===== config.mk =====
export PLATFORM = sky130hd
export DESIGN_NAME = adc_qsys_nios2_gen2_oci_dct_packer
export DESIGN_NICKNAME = d
export VERILOG_FILES = /design/src/rtl/adc_qsys_nios2_gen2_oci_dct_packer.sv
export SDC_FILE = /design/constraint.sdc
export NUM_CORES = 1
export LEC_CHECK = 0
export ABC_AREA = 1
export CORE_ASPECT_RATIO = 0.5
export CORE_MARGIN = 2
export CORE_UTILIZATION = 55
export DETAILED_ROUTE_END_ITERATION = 10
export DONT_BUFFER_PORTS = 1
export PLACE_DENSITY = 0.75
export REMOVE_ABC_BUFFERS = 1
export SYNTH_ARGS = -nofsm -noshare
export SYNTH_HDL_FRONTEND = slang
export SYNTH_SLANG_ARGS = --single-unit

===== constraint.sdc =====
create_clock -name clk -period 3.9 [get_ports clk]
set_input_delay 1.17 -clock clk [delete_from_list [all_inputs] [get_ports clk]]
set_output_delay 1.17 -clock clk [all_outputs]
set_load 0.02 [all_outputs]

===== src/rtl/adc_qsys_nios2_gen2_oci_dct_packer.sv =====
// ---------------------------------------------------------------------------
// adc_qsys_nios2_gen2_oci_dct_packer
//
// Producer end of the OCI data-trace-compression path. Packs 2-bit trace codes
// into a 30-bit shift buffer and hands full or flushed buffers downstream.
// Codes enter at the LSB end, so the oldest code sits at the MSB end of the
// valid region. A single-entry output register holds the word that is
// waiting for the downstream FIFO.
//
// Parameters:
//   FLUSH_ON_TEST_END - when nonzero, a rising edge on test_ending behaves
//                       like a flush pulse; when zero, test_ending is ignored
//
// Build option:
//   ADC_QSYS_DCT_PARITY_EN - when defined, word_data[34] carries even parity
//                            over word_data[33:0]; otherwise it is tied to 0
//
// Ports:
//   clk          system clock, all state changes on the rising edge
//   reset_n      asynchronous active-low reset
//   code_valid   trace code offered
//   code         2-bit trace code
//   code_ready   code is taken when code_valid && code_ready
//   flush        single-cycle request to emit the partial buffer
//   test_ending  simulation end indication (edge-detected)
//   dct_buffer   live packing buffer, newest code in [1:0]
//   dct_count    number of valid codes in dct_buffer, 0..15
//   word_valid   output word pending
//   word_ready   downstream accepts the word
//   word_data    {parity, count[3:0], buffer[29:0]}
// ---------------------------------------------------------------------------
module adc_qsys_nios2_gen2_oci_dct_packer #(
  parameter int unsigned FLUSH_ON_TEST_END = 1
) (
  input  logic        clk,
  input  logic        reset_n,
  input  logic        code_valid,
  input  logic [1:0]  code,
  output logic        code_ready,
  input  logic        flush,
  input  logic        test_ending,
  output logic [29:0] dct_buffer,
  output logic [3:0]  dct_count,
  output logic        word_valid,
  input  logic        word_ready,
  output logic [34:0] word_data
);

  localparam logic [3:0] COUNT_FULL = 4'd15;

  logic [29:0] buffer_q;
  logic [29:0] buffer_d;
  logic [3:0]  count_q;
  logic [3:0]  count_d;
  logic        word_valid_q;
  logic        word_valid_d;
  logic [34:0] word_data_q;
  logic [34:0] word_data_d;
  logic        flush_pending_q;
  logic        flush_pending_d;
  logic        test_ending_q;
  logic        test_ending_d;

  logic        out_free;
  logic        code_ready_int;
  logic        accept;
  logic        transfer;
  logic        test_end_rise;
  logic        flush_req;
  logic        word_parity;

  // The output register can take a new word when it is empty or is being
  // drained this very cycle. A full buffer only blocks input while the
  // output register cannot take it.
  always_comb begin
    out_free       = !word_valid_q || word_ready;
    code_ready_int = (count_q != COUNT_FULL) || out_free;
    accept         = code_valid && code_ready_int;
  end

  // A transfer is decided purely on registered state, so a flush or the
  // 15th code always produces its word one cycle after it is registered.
  always_comb begin
    transfer = ((count_q == COUNT_FULL) ||
                (flush_pending_q && (count_q != 4'd0))) && out_free;
  end

  // test_ending only matters on its rising edge, and only when the
  // parameter enables it; the parameter test folds away at elaboration.
  always_comb begin
    test_end_rise = (FLUSH_ON_TEST_END != 0) && test_ending && !test_ending_q;
    flush_req     = flush || test_end_rise;
    test_ending_d = test_ending;
  end

  // Even parity bit covering the count and buffer fields of the word.
`ifdef ADC_QSYS_DCT_PARITY_EN
  always_comb begin
    word_parity = ^{count_q, buffer_q};
  end
`else
  always_comb begin
    word_parity = 1'b0;
  end
`endif

  // Packing buffer. On a transfer the old contents leave for the output
  // register, and a code accepted in the same cycle starts the new buffer.
  always_comb begin
    buffer_d = buffer_q;
    count_d  = count_q;
    if (transfer) begin
      if (accept) begin
        buffer_d = {28'd0, code};
        count_d  = 4'd1;
      end else begin
        buffer_d = 30'd0;
        count_d  = 4'd0;
      end
    end else if (accept) begin
      buffer_d = {buffer_q[27:0], code};
      count_d  = count_q + 4'd1;
    end
  end

  // Flush bookkeeping. A new request wins over clearing so that a flush
  // landing on the same cycle as a transfer applies to the new buffer.
  // With nothing buffered and nothing arriving, the request is dropped so
  // that an empty word is never produced.
  always_comb begin
    flush_pending_d = flush_pending_q;
    if (flush_req) begin
      flush_pending_d = 1'b1;
    end else if (transfer || ((count_q == 4'd0) && !accept)) begin
      flush_pending_d = 1'b0;
    end
  end

  // Output register. A transfer always loads a new word (replacing one that
  // is draining in the same cycle); otherwise a drain empties the register.
  // The data is left untouched while the word waits for word_ready.
  always_comb begin
    word_valid_d = word_valid_q;
    word_data_d  = word_data_q;
    if (transfer) begin
      word_valid_d = 1'b1;
      word_data_d  = {word_parity, count_q, buffer_q};
    end else if (word_valid_q && word_ready) begin
      word_valid_d = 1'b0;
    end
  end

  // State register. Reset discards any partial buffer and pending word.
  always_ff @(posedge clk or negedge reset_n) begin
    if (!reset_n) begin
      buffer_q        <= 30'd0;
      count_q         <= 4'd0;
      word_valid_q    <= 1'b0;
      word_data_q     <= 35'd0;
      flush_pending_q <= 1'b0;
      test_ending_q   <= 1'b0;
    end else begin
      buffer_q        <= buffer_d;
      count_q         <= count_d;
      word_valid_q    <= word_valid_d;
      word_data_q     <= word_data_d;
      flush_pending_q <= flush_pending_d;
      test_ending_q   <= test_ending_d;
    end
  end

  always_comb begin
    code_ready = code_ready_int;
    dct_buffer = buffer_q;
    dct_count  = count_q;
    word_valid = word_valid_q;
    word_data  = word_data_q;
  end

endmodule


# --- Yosys cells after proc, flatten, opt, wreduce, memory -nomap -nowiden ---
# Cells that the tools add are included.
word_totals:
  register_bits: 71
  inputBits: 8
  output_inout_bits: 71
  word_cells: 38
op_classes:
  add_sub_neg: 1
  n_eq_ne: 2
  n_mux: 10
  n_reduce_logical: 19
ops:
  columns: ["cell", "n"]
  rows:
  - ["2-to-1 mux 30 bit", 2]
  - ["2-to-1 mux 4 bit", 2]
  - ["logical AND 1 bit", 6]
  - ["nonzero test 2 bit", 3]
  - ["logical OR 1 bit", 5]
  - ["2-to-1 mux 1 bit", 5]
  - ["adder 4 x 1 -> 4 bit (second input constant)", 1]
  - ["== test 4 bit (second input constant)", 1]
  - ["zero test 4 bit", 1]
  - ["!= test 4 bit (second input constant)", 1]
  - ["nonzero test 4 bit", 1]
  - ["zero test 1 bit", 3]
  - ["2-to-1 mux 2 bit", 1]

# --- Logic depth before layout (Yosys ltp) ---
# Gate-level depths: netlist (run 1).
depth:
  word_depth: 9
  mapped_depth: 9
  mapped_depth_nobuf: 8

# --- Worst setup path before layout (run 1) ---
# OpenSTA, ideal clock, no wires.
synth_path:
  path_type: "input -> output"
  startpoint: "input port word_ready"
  endpoint: "output port code_ready"
  arrival_ns: 1.710
  required_ns: 2.730
  slack_ns: 1.020
  path_stages: 4
  cell_sequence: "inv_1 nand2_1 nor2_1 inv_1"
synth_between:
  elab_chain_cells: 2
synth_rtl:
  columns: ["element", "line_no", "source"]
  rows:
  - ["from (decl)", "45", "input logic word_ready,"]
  - ["logical OR 1 bit", "76", "out_free = !word_valid_q || word_ready;"]
  - ["logical OR 1 bit", "77", "code_ready_int = (count_q != COUNT_FULL) || out_free;"]
  - ["to (decl)", "39", "output logic code_ready,"]
# Every way passes these cells.

# --- Worst setup path in the final report (run 1) ---
# Same ends and word-level chain as after synthesis.

==> results.txt, run 1 <==
Largest driver fanout on the critical path = 4
Relative slew slack = 42.0%
Cells taking the most area after synthesis = sky130_fd_sc_hd__dfrtp_1, sky130_fd_sc_hd__o21ai_1, sky130_fd_sc_hd__nand3_1
Worst slew pin tran = 0.867 ns
# Max-Cap Violations = 0
Flop-to-flop setup slack = 1.38 ns
Inserted Clock Buffers = 9
Overall power consumption = 2.03 mW
Placed wire-length estimate = 3360 µm
Starting density of the core = 58.4%
Final-stage net count = 295
Static power due to leakage = 1.37 nW
Warnings from Yosys = 0
Cell accounting for the most synthesized area = sky130_fd_sc_hd__dfrtp_1
Final period util = 75.3%
Share of layout cells above drive strength 1 = 9.66%
Max-slew violations = 0
Endpoint of the most critical register-to-register path = dct_count[2]
Buffer depth of the longest clock path = 2
R2r worst-path depth = 6
Cell count after synthesis = 291
Fraction of post-synthesis cell area in the top cell type by area = 60.6%
Post-detailed-route count of antenna-violating nets = 0
Routed vias = 1871
Wire length of the first global-routing pass = 9060 µm
Flip-flop and latch count after synthesis = 71
Vias in the first global route = 1857
Minimum clock period after layout = 2.93 ns
Overall die height = 55.6 µm
Final weighted congestion in routability-driven placement = 0.770
Top-level port count = 79
Crit start category = input pin
Hold Buf Count CTS = 0
Master cell of the clock root buffer = sky130_fd_sc_hd__clkbuf_8
Inserted Diodes = 0
Pin count of the biggest net entering global routing = 72
Total detailed-routing wirelength = 5480 µm
Count of clock tree sinks = 71
Number of failing hold endpoints at the final stage = 0
Run status = finished clean
Die Outline Area = 5970 µm²
Class of the worst hold path = flop to flop
Clock insertion delay at the later pin of the skew report = 0.33 ns
Grt total ovfl = 0
Startpoint of the worst register-to-register path = dct_count[0]
Max Clk Rate = 0.341 GHz
Largest vdd supply drop = 0.470 mV
First DRT Iteration DRCs = 143
WS Path Type = input pin to output pin
Buffer count from post-CTS setup fixing = 0
Unique masters post-synth = 21
Data required time at the worst endpoint = 2.73 ns
Number of antenna violations at the first check in global routing = 0
Resized cells post-CTS = 0
Crit path DAT = 1.76 ns
Worst Clk Skew = 0.00703 ns
CTS tree = yes
Number of levels the H-tree was split into = 3
Total routing usage reported by global routing = 19.6%
Source of the worst hold timing path = flush_pending_q
End point of the most critical hold path = flush_pending_q
Setup TNS after final layout = 0 ns
Std-Cell Core Area = 5020 µm²
Area added between synthesis and finish = 3.63%
Clock-pin slew reported for the worst setup and hold paths after clock tree synthesis = 0.07 ns
DR pass1 iterations = 4
Pwr/cell area = 668 nW/µm²
Final Setup Violations = 0
DRC = 0
Sequential-to-total area share from yosys stat = 60.6%
Die width = 107 µm
Vias per cell = 5.20
PortBufs = 0
Mean post-synth cell area = 10.1 µm²
Detailed-route wire length per cell = 15.2 µm
Total standard cell area after synthesis = 2930 µm²
Row Count = 18
Worst hold path depth = 2
Setup repair after global routing missed its margin = false
Kind of capture point of the worst setup path = output pin
power breakdown:
group	total (mW)	leakage (nW)	switching (mW)	internal [mW]
combinational	0.483	0.318	0.356	0.127
clock	0.523	0.0894	0.259	0.264
sequential	1.02	0.967	0.196	0.828
total	2.03	1.37	0.811	1.22
state kept, by name, summed over array words and instances, names as in the netlist:
signal / count
dct_buffer: 30
dct_count: 4
word_valid: 1
word_data: 34
flush_pending_q: 1
test_ending_q: 1
worst max-delay path, cell delays in order:
cell	delay (ns)
sky130_fd_sc_hd__inv_1	0.03
sky130_fd_sc_hd__nand2_1	0.13
sky130_fd_sc_hd__nor2_1	0.27
sky130_fd_sc_hd__inv_1	0.17
cell type report:
| type | count | area, µm² |
|---|---|---|
| Fill cell | 428 | 1980 |
| Sequential cell | 71 | 1780 |
| Multi-Input combinational cell | 160 | 820 |
| Clock buffer | 13 | 159 |
| Inverter | 42 | 158 |
| Tap cell | 70 | 87.6 |
| Timing Repair Buffer | 1 | 20.0 |
| Clock inverter | 3 | 17.5 |
metrics by stage:
step / util, % / hold WS (ns) / cell area, µm² / setup WS, ns / instances
floorplan: - / 0.468 / 2750 / 1.02 / 273
global placement: 57.0 / 0.484 / 2860 / 0.999 / 344
detailed placement: 57.0 / 0.505 / 2860 / 0.965 / 344
CTS: 60.5 / 0.503 / 3040 / 0.965 / 360
global route: 60.5 / 0.486 / 3040 / 0.909 / 360
finish: 60.5 / 0.512 / 3040 / 0.965 / 360
routing by layer:
metal  global-route usage [%]  vias up  share of wire [%]
met3                     9.60        2                6.7
met5                        0        -                  0
met1                     24.0      895                 44
li1                         -      922                  -
met2                     31.5       52                 48
met4                     4.64        0               0.49
kinds of logic after synthesis:
kind of cell	Yosys count	share of synthesized area, %
AND/OR/NAND/NOR	87	14.0
flip-flops	71	60.6
AO/OA/AOI/OAI	69	12.7
buffers and inverters	60	11.4
adder cells (fa/ha/maj)	2	0.853
XOR/XNOR	1	0.299
other	1	0.128
how the worst max path moves through the flow:
stage	slack, ns	end	start	depth (start not counted)
2_1_floorplan	1.02	code_ready	word_ready	4
3_3_place_gp	1.0	code_ready	word_ready	4
3_5_place_dp	0.96	code_ready	word_ready	4
4_1_cts	0.96	code_ready	word_ready	4
5_1_grt	0.91	code_ready	dct_count[0]	4
6_report	0.97	code_ready	word_ready	4
synth_stat cells:
cell type                  count
sky130_fd_sc_hd__nand4_1       1
sky130_fd_sc_hd__a21oi_1       1
sky130_fd_sc_hd__nand2_2       2
sky130_fd_sc_hd__conb_1        1
sky130_fd_sc_hd__o21ai_1      49
sky130_fd_sc_hd__o21ai_0      12
sky130_fd_sc_hd__nor2_1        1
sky130_fd_sc_hd__inv_1        42
sky130_fd_sc_hd__nand3_4       1
sky130_fd_sc_hd__ha_1          2
sky130_fd_sc_hd__nand3_2       2
sky130_fd_sc_hd__xor2_1        1
sky130_fd_sc_hd__buf_2         1
sky130_fd_sc_hd__dfrtp_1      71
sky130_fd_sc_hd__buf_4         1
sky130_fd_sc_hd__nor2_4        1
sky130_fd_sc_hd__nand2_1      45
sky130_fd_sc_hd__buf_6        14
sky130_fd_sc_hd__nand3_1      34
sky130_fd_sc_hd__clkbuf_1      2
sky130_fd_sc_hd__o21ai_2       7
layout by cell type, fill, tap and decap left out, drive strengths merged:
master,count
nand4,1
nand3,37
nor2,2
dfrtp,71
buf,1
o21ai,68
ha,2
conb,1
clkinv,2
nand2,47
inv,42
xor2,1
clkbuf,13
clkinvlp,1
a21oi,1
Power figures use the tool's default switching activity.
==> run 2, diff against run 1 <==
clock period = 3 ns   (was 3.9 ns; I/O delays follow)
==> run 2 against run 1 <==
  * Register-to-register slack got worse by 0.45 ns
  * Final area decreased by 0.54%
  * Wire length is 1.3% lower
  * Critical path depth did not move
  * Sequential power increased by 30%
  * Critical path type is now flop to output pin
  * Critical endpoint unchanged
  * Highest routed layer unchanged
==> results.txt, run 2 (synthesized netlist as in run 1, its figures left out) <==
Run status = finished clean
Total detailed-routing wirelength = 5410 µm (-1.3%)
Max Clk Rate = 0.382 GHz
Placed wire-length estimate = 3590 µm (+6.9%)
WS Path Type = flop to output pin
Crit start category = flop
# Max-Cap Violations = 0 (unchanged)
Flip-flop count of the largest register, all copies and words added = 34 (unchanged)
DR pass1 iterations = 4 (unchanged)
DRC = 0 (unchanged)
Largest vdd supply drop = 0.745 mV (+58%)
Vias per cell = 5.28 (+1.6%)
Worst Clk Skew = 0.00830 ns (+0.00127 ns)
Wire length of the first global-routing pass = 9080 µm (+0.23%)
Clock insertion delay at the later pin of the skew report = 0.32 ns (about the same)
Endpoint of the most critical register-to-register path = dct_buffer[29]
Buffer depth of the longest clock path = 2 (unchanged)
R2r worst-path depth = 7 (+1)
Area added between synthesis and finish = 3.07%
Resized cells post-CTS = 0 (unchanged)
Number of antenna violations at the first check in global routing = 0 (unchanged)
Inserted Diodes = 0 (unchanged)
Final period util = 87.2%
Count of clock tree sinks = 71 (unchanged)
First DRT Iteration DRCs = 119 (-17%)
Startpoint of the worst register-to-register path = dct_count[0]
Most common library cell in the layout ignoring fill and taps = sky130_fd_sc_hd__dfrtp_1
PortBufs = 0 (unchanged)
Worst slew pin tran = 0.696 ns (-0.172 ns)
Kind of capture point of the worst setup path = output pin
Grt total ovfl = 0 (unchanged)
Data required time at the worst endpoint = 2.10 ns (-0.63 ns)
Routed vias = 1906 (+1.9%)
Pin count of the biggest net entering global routing = 72 (unchanged)
Count of placed standard cells including taps = 346 (+0.58%)
Vias in the first global route = 1833 (-1.3%)
Die width = 107 µm (unchanged)
Crit path DAT = 1.72 ns (-0.04 ns)
Hold Buf Count CTS = 0 (unchanged)
Number of failing hold endpoints at the final stage = 0 (unchanged)
Largest driver fanout on the critical path = 7 (+3)
Final-stage net count = 297 (+0.68%)
Pwr/cell area = 852 nW/µm² (+27%)
Static power due to leakage = 1.37 nW (-0.33%)
Minimum clock period after layout = 2.62 ns
Final weighted congestion in routability-driven placement = 0.760 (-1.2%)
Final critical-path setup slack = 0.384 ns (-0.581 ns)
Die Outline Area = 5970 µm² (unchanged)
Row Count = 18 (unchanged)
Setup TNS after final layout = 0 ns (unchanged)
Top-level port count = 79 (unchanged)
Buffer count from post-CTS setup fixing = 0 (unchanged)
CTS tree = yes
Detailed-route wire length per cell = 15.0 µm (-1.6%)
Post-detailed-route count of antenna-violating nets = 0 (unchanged)
Master cell of the clock root buffer = sky130_fd_sc_hd__clkbuf_8
Max-slew violations = 0 (unchanged)
Inserted Clock Buffers = 9 (unchanged)
Setup repair after global routing missed its margin = false
Std-Cell Core Area = 5020 µm² (unchanged)
Commonest non-fill, non-tap cells in the layout = sky130_fd_sc_hd__dfrtp_1, sky130_fd_sc_hd__o21ai_1, sky130_fd_sc_hd__nand2_1, sky130_fd_sc_hd__inv_1, sky130_fd_sc_hd__nand3_1
Class of the worst hold path = input pin to asynchronous set/reset pin
Final Setup Violations = 0 (unchanged)
Starting density of the core = 58.4% (unchanged)
Total routing usage reported by global routing = 19.3% (-0.29 points)
Share of layout cells above drive strength 1 = 9.28% (-0.38 points)
Number of levels the H-tree was split into = 3 (unchanged)
Overall die height = 55.6 µm (unchanged)
Clock-pin slew reported for the worst setup and hold paths after clock tree synthesis = 0.07 ns (about the same)
Final cell count without fillers = 361 (+0.28%)
Relative slew slack = 53.5% (+11 points)
Flop-to-flop setup slack = 0.93 ns (-0.45 ns)
Post-Place Setup Slack = 0.576 ns (-0.388 ns)
-- run 2: metrics by stage --
step	hold slack (ns)	utilization (%)	power, mW	area [µm²]
2_1_floorplan	0.468	-	1.78	2750
3_3_place_gp	0.486	57.0	1.94	2860
3_5_place_dp	0.505	57.0	1.97	2860
4_1_cts	0.256	60.2	2.60	3020
5_1_grt	0.245	60.2	2.73	3020
6_report	0.276	60.2	2.57	3020
-- run 2: where the power goes --
group | switching, mW | internal [mW]
sequential | 0.252 | 1.08
clock | 0.304 | 0.319
combinational | 0.469 | 0.153
-- run 2: worst max path at each step --
stage	slack, ns	from	end
floorplan	0.40	word_ready	dct_buffer[0]
global placement	0.63	word_ready	code_ready
detailed placement	0.58	word_ready	code_ready
CTS	0.39	dct_count[0]	code_ready
global route	0.28	dct_count[0]	code_ready
finish	0.38	dct_count[0]	code_ready
-- run 2: metal layers --
metal	track usage, %	share of wire [%]	vias to the layer above	wire length, µm
met5	0	0	-	0
met4	4.82	0.87	0	47
met3	6.21	5.8	5	315
met2	31.9	49	52	2640
met1	24.9	44	922	2410
li1	-	-	927	-
-- run 2: cell type report --
cell class | count | area [µm²]
clock buffer | 14 | 153
sequential | 71 | 1780
fill | 419 | 2000
inverter | 42 | 158
tap | 70 | 87.6
clock inverter | 1 | 5.00
multi-input combinational | 160 | 820
timing repair buffer | 3 | 22.5
-- run 2: critical path, cell delays in order, from the launching register on --
cell	delay, ns
sky130_fd_sc_hd__dfrtp_1	0.56
sky130_fd_sc_hd__ha_1	0.26
sky130_fd_sc_hd__nand3_2	0.12
sky130_fd_sc_hd__nor2_1	0.27
sky130_fd_sc_hd__inv_1	0.18
==> run 3, diff against run 2 <==
CORE_ASPECT_RATIO = 0.7   (was 0.5)
==> run 3 against run 2 <==
  * Sequential share of layout area down 1.2 points
  * Critical path type unchanged
  * Utilization decreased by 0.91 points
  * Clock power grew 30%
  * Critical endpoint unchanged
  * Clock skew decreased by 0.0013 ns
  * Clock-buffer cell count is 3 lower
  * Sequential cell count is the same
  * First-iteration DRC count decreased by 14%
  * Critical path depth is the same
  * Worst hold slack lost 0.027 ns
  * Maximum frequency is 0.28% lower
  * Combinational power rose by 2%
  * Global-route usage is 1.2 points higher
==> results.txt, run 3 (synthesized netlist as in run 1, its figures left out) <==
Number of antenna violations at the first check in global routing = 0 (unchanged)
Area added between synthesis and finish = 5.16%
Setup TNS after final layout = 0 ns (unchanged)
Final worst hold slack = 0.249 ns (-0.0272 ns)
DR pass1 iterations = 4 (unchanged)
Setup repair after global routing missed its margin = false
DRC = 0 (unchanged)
Final-stage net count = 296 (-0.34%)
Count of placed standard cells including taps = 347 (+0.29%)
Data required time at the worst endpoint = 2.10 ns (about the same)
Number of failing hold endpoints at the final stage = 0 (unchanged)
Total routing usage reported by global routing = 20.5% (+1.2 points)
Share of layout cells above drive strength 1 = 10.0% (+0.72 points)
CTS tree = yes
Vias per cell = 5.31 (+0.51%)
Startpoint of the worst register-to-register path = dct_count[0]
Endpoint of the most critical register-to-register path = dct_buffer[0]
R2r worst-path depth = 5 (-2)
Worst Clk Skew = 0.00702 ns (-0.00128 ns)
Pwr/cell area = 901 nW/µm² (+5.8%)
Flop-to-flop setup slack = 1.00 ns (+0.07 ns)
Buffer count from post-CTS setup fixing = 0 (unchanged)
Std-Cell Core Area = 5200 µm² (+3.6%)
Largest driver fanout on the critical path = 7 (unchanged)
Total detailed-routing wirelength = 5380 µm (-0.57%)
Finished Cell Area = 3080 µm² (+2.0%)
Run status = finished clean
Slowest stage delay, CP = 0.57 ns (about the same)
Die width = 91.3 µm (-15%)
PortBufs = 0 (unchanged)
Vias in the first global route = 1806 (-1.5%)
Buffer depth of the longest clock path = 2 (unchanged)
Wire length of the first global-routing pass = 9340 µm (+2.9%)
Static power due to leakage = 1.40 nW (+2.1%)
Final cell count without fillers = 362 (+0.28%)
Class of the worst hold path = input pin to asynchronous set/reset pin
Kind of capture point of the worst setup path = output pin
Master cell of the clock root buffer = sky130_fd_sc_hd__clkbuf_8
Most common library cell in the layout ignoring fill and taps = sky130_fd_sc_hd__dfrtp_1
Overall die height = 65.1 µm (+17%)
Worst slew pin tran = 0.689 ns (-0.00625 ns)
Top-level port count = 79 (unchanged)
Count of clock tree sinks = 71 (unchanged)
Clock insertion delay at the later pin of the skew report = 0.34 ns (+0.02 ns)
Commonest non-fill, non-tap cells in the layout = sky130_fd_sc_hd__dfrtp_1, sky130_fd_sc_hd__o21ai_1, sky130_fd_sc_hd__nand2_1, sky130_fd_sc_hd__inv_1, sky130_fd_sc_hd__nand3_1
Post-detailed-route count of antenna-violating nets = 0 (unchanged)
Instance area at placement = 2870 µm² (+0.26%)
# Max-Cap Violations = 0 (unchanged)
Pin count of the biggest net entering global routing = 104 (+44%)
Number of levels the H-tree was split into = 3 (unchanged)
Layout filler cell count = 457 (+9.1%)
First DRT Iteration DRCs = 102 (-14%)
Clock-pin slew reported for the worst setup and hold paths after clock tree synthesis = 0.07 ns (about the same)
Relative slew slack = 53.9% (+0.42 points)
Minimum clock period after layout = 2.62 ns (+0.00731 ns)
Largest vdd supply drop = 0.481 mV (-35%)
Crit path DAT = 1.72 ns (about the same)
Inserted Clock Buffers = 9 (unchanged)
Standard cell with the maximum stage delay on the critical path = sky130_fd_sc_hd__dfrtp_1
Inserted Diodes = 0 (unchanged)
Routed vias = 1921 (+0.79%)
Buffer and inverter count on the worst path = 1 (unchanged)
Die Outline Area = 5940 µm² (-0.45%)
CP delay by family, top = flip-flops
Max Clk Rate = 0.381 GHz (-0.28%)
Series of cell instances along the critical path = ha_1 -> nand3_2 -> nor2_1 -> inv_1
Grt total ovfl = 0 (unchanged)
Detailed-route wire length per cell = 14.9 µm (-0.85%)
Finished Core Util = 59.3% (-0.91 points)
Launch point of the worst path = dct_count[0]
WS Path Type = flop to output pin
Max-slew violations = 0 (unchanged)
Starting density of the core = 56.3% (-2.0 points)
Hold Buf Count CTS = 0 (unchanged)
Final Setup Violations = 0 (unchanged)
Placed wire-length estimate = 3360 µm (-6.4%)
Crit start category = flop
Row Count = 22 (+4)
Final weighted congestion in routability-driven placement = 0.797 (+4.8%)
Flip-flop count of the largest register, all copies and words added = 34 (unchanged)
Resized cells post-CTS = 0 (unchanged)
Final period util = 87.4% (+0.24 points)
run 3: cell types whose count changed in the layout (fill, tap and decap cells not counted):
cell | before | now
sky130_fd_sc_hd__buf_12 | 0 | 1
sky130_fd_sc_hd__buf_4 | 3 | 1
sky130_fd_sc_hd__bufinv_16 | 0 | 2
sky130_fd_sc_hd__clkbuf_1 | 4 | 1
sky130_fd_sc_hd__clkinv_2 | 1 | 2
run 3: metrics by stage:
| stage | power, mW | setup WS (ns) |
|---|---|---|
| after global placement | 1.97 | 0.641 |
| after detailed placement | 1.99 | 0.568 |
| after CTS | 2.81 | 0.348 |
| after floorplan | 1.78 | 0.403 |
| after global routing | 2.96 | 0.244 |
| final | 2.78 | 0.377 |
run 3: worst reg2reg max path, stage by stage (launching register included):
cell	delay, ns
sky130_fd_sc_hd__dfrtp_1	0.57
sky130_fd_sc_hd__ha_1	0.27
sky130_fd_sc_hd__nand3_2	0.11
sky130_fd_sc_hd__o21ai_2	0.20
sky130_fd_sc_hd__nand2_2	0.41
sky130_fd_sc_hd__o21ai_0	0.34
run 3: cell type report:
class	count	area, µm²	share of cell area [%]
flip-flops and latches	71	1780	57.6
multi-input cells	160	820	26.6
inverters	42	158	5.11
clock buffers	11	141	4.59
well taps	72	90.1	2.92
clock inverters	4	70.1	2.27
repair buffers	2	27.5	0.893
run 3: worst max-delay path by stage:
stage / slack [ns] / cells after the start / to
4_1_cts: 0.35 / 4 / code_ready
6_report: 0.38 / 4 / code_ready
3_5_place_dp: 0.57 / 4 / code_ready
5_1_grt: 0.24 / 4 / code_ready
2_1_floorplan: 0.40 / 5 / dct_buffer[0]
3_3_place_gp: 0.64 / 4 / code_ready
run 3: routing by layer:
layer,up-vias,track usage (%),part of all wire [%],wire length [µm]
li1,925,-,-,-
met1,915,25.7,44,2350
met3,8,11.5,10,543
met2,73,29.6,45,2440
met5,-,0,0,0
met4,0,7.95,0.95,51
run 3: report_power, final:
part           internal [mW]  leakage [nW]  total, mW  switching (mW)
Combinational          0.166         0.323      0.637           0.471
Clock                  0.484         0.109      0.810           0.326
Sequential              1.08         0.967       1.33           0.255
Total                   1.73          1.40       2.78            1.05
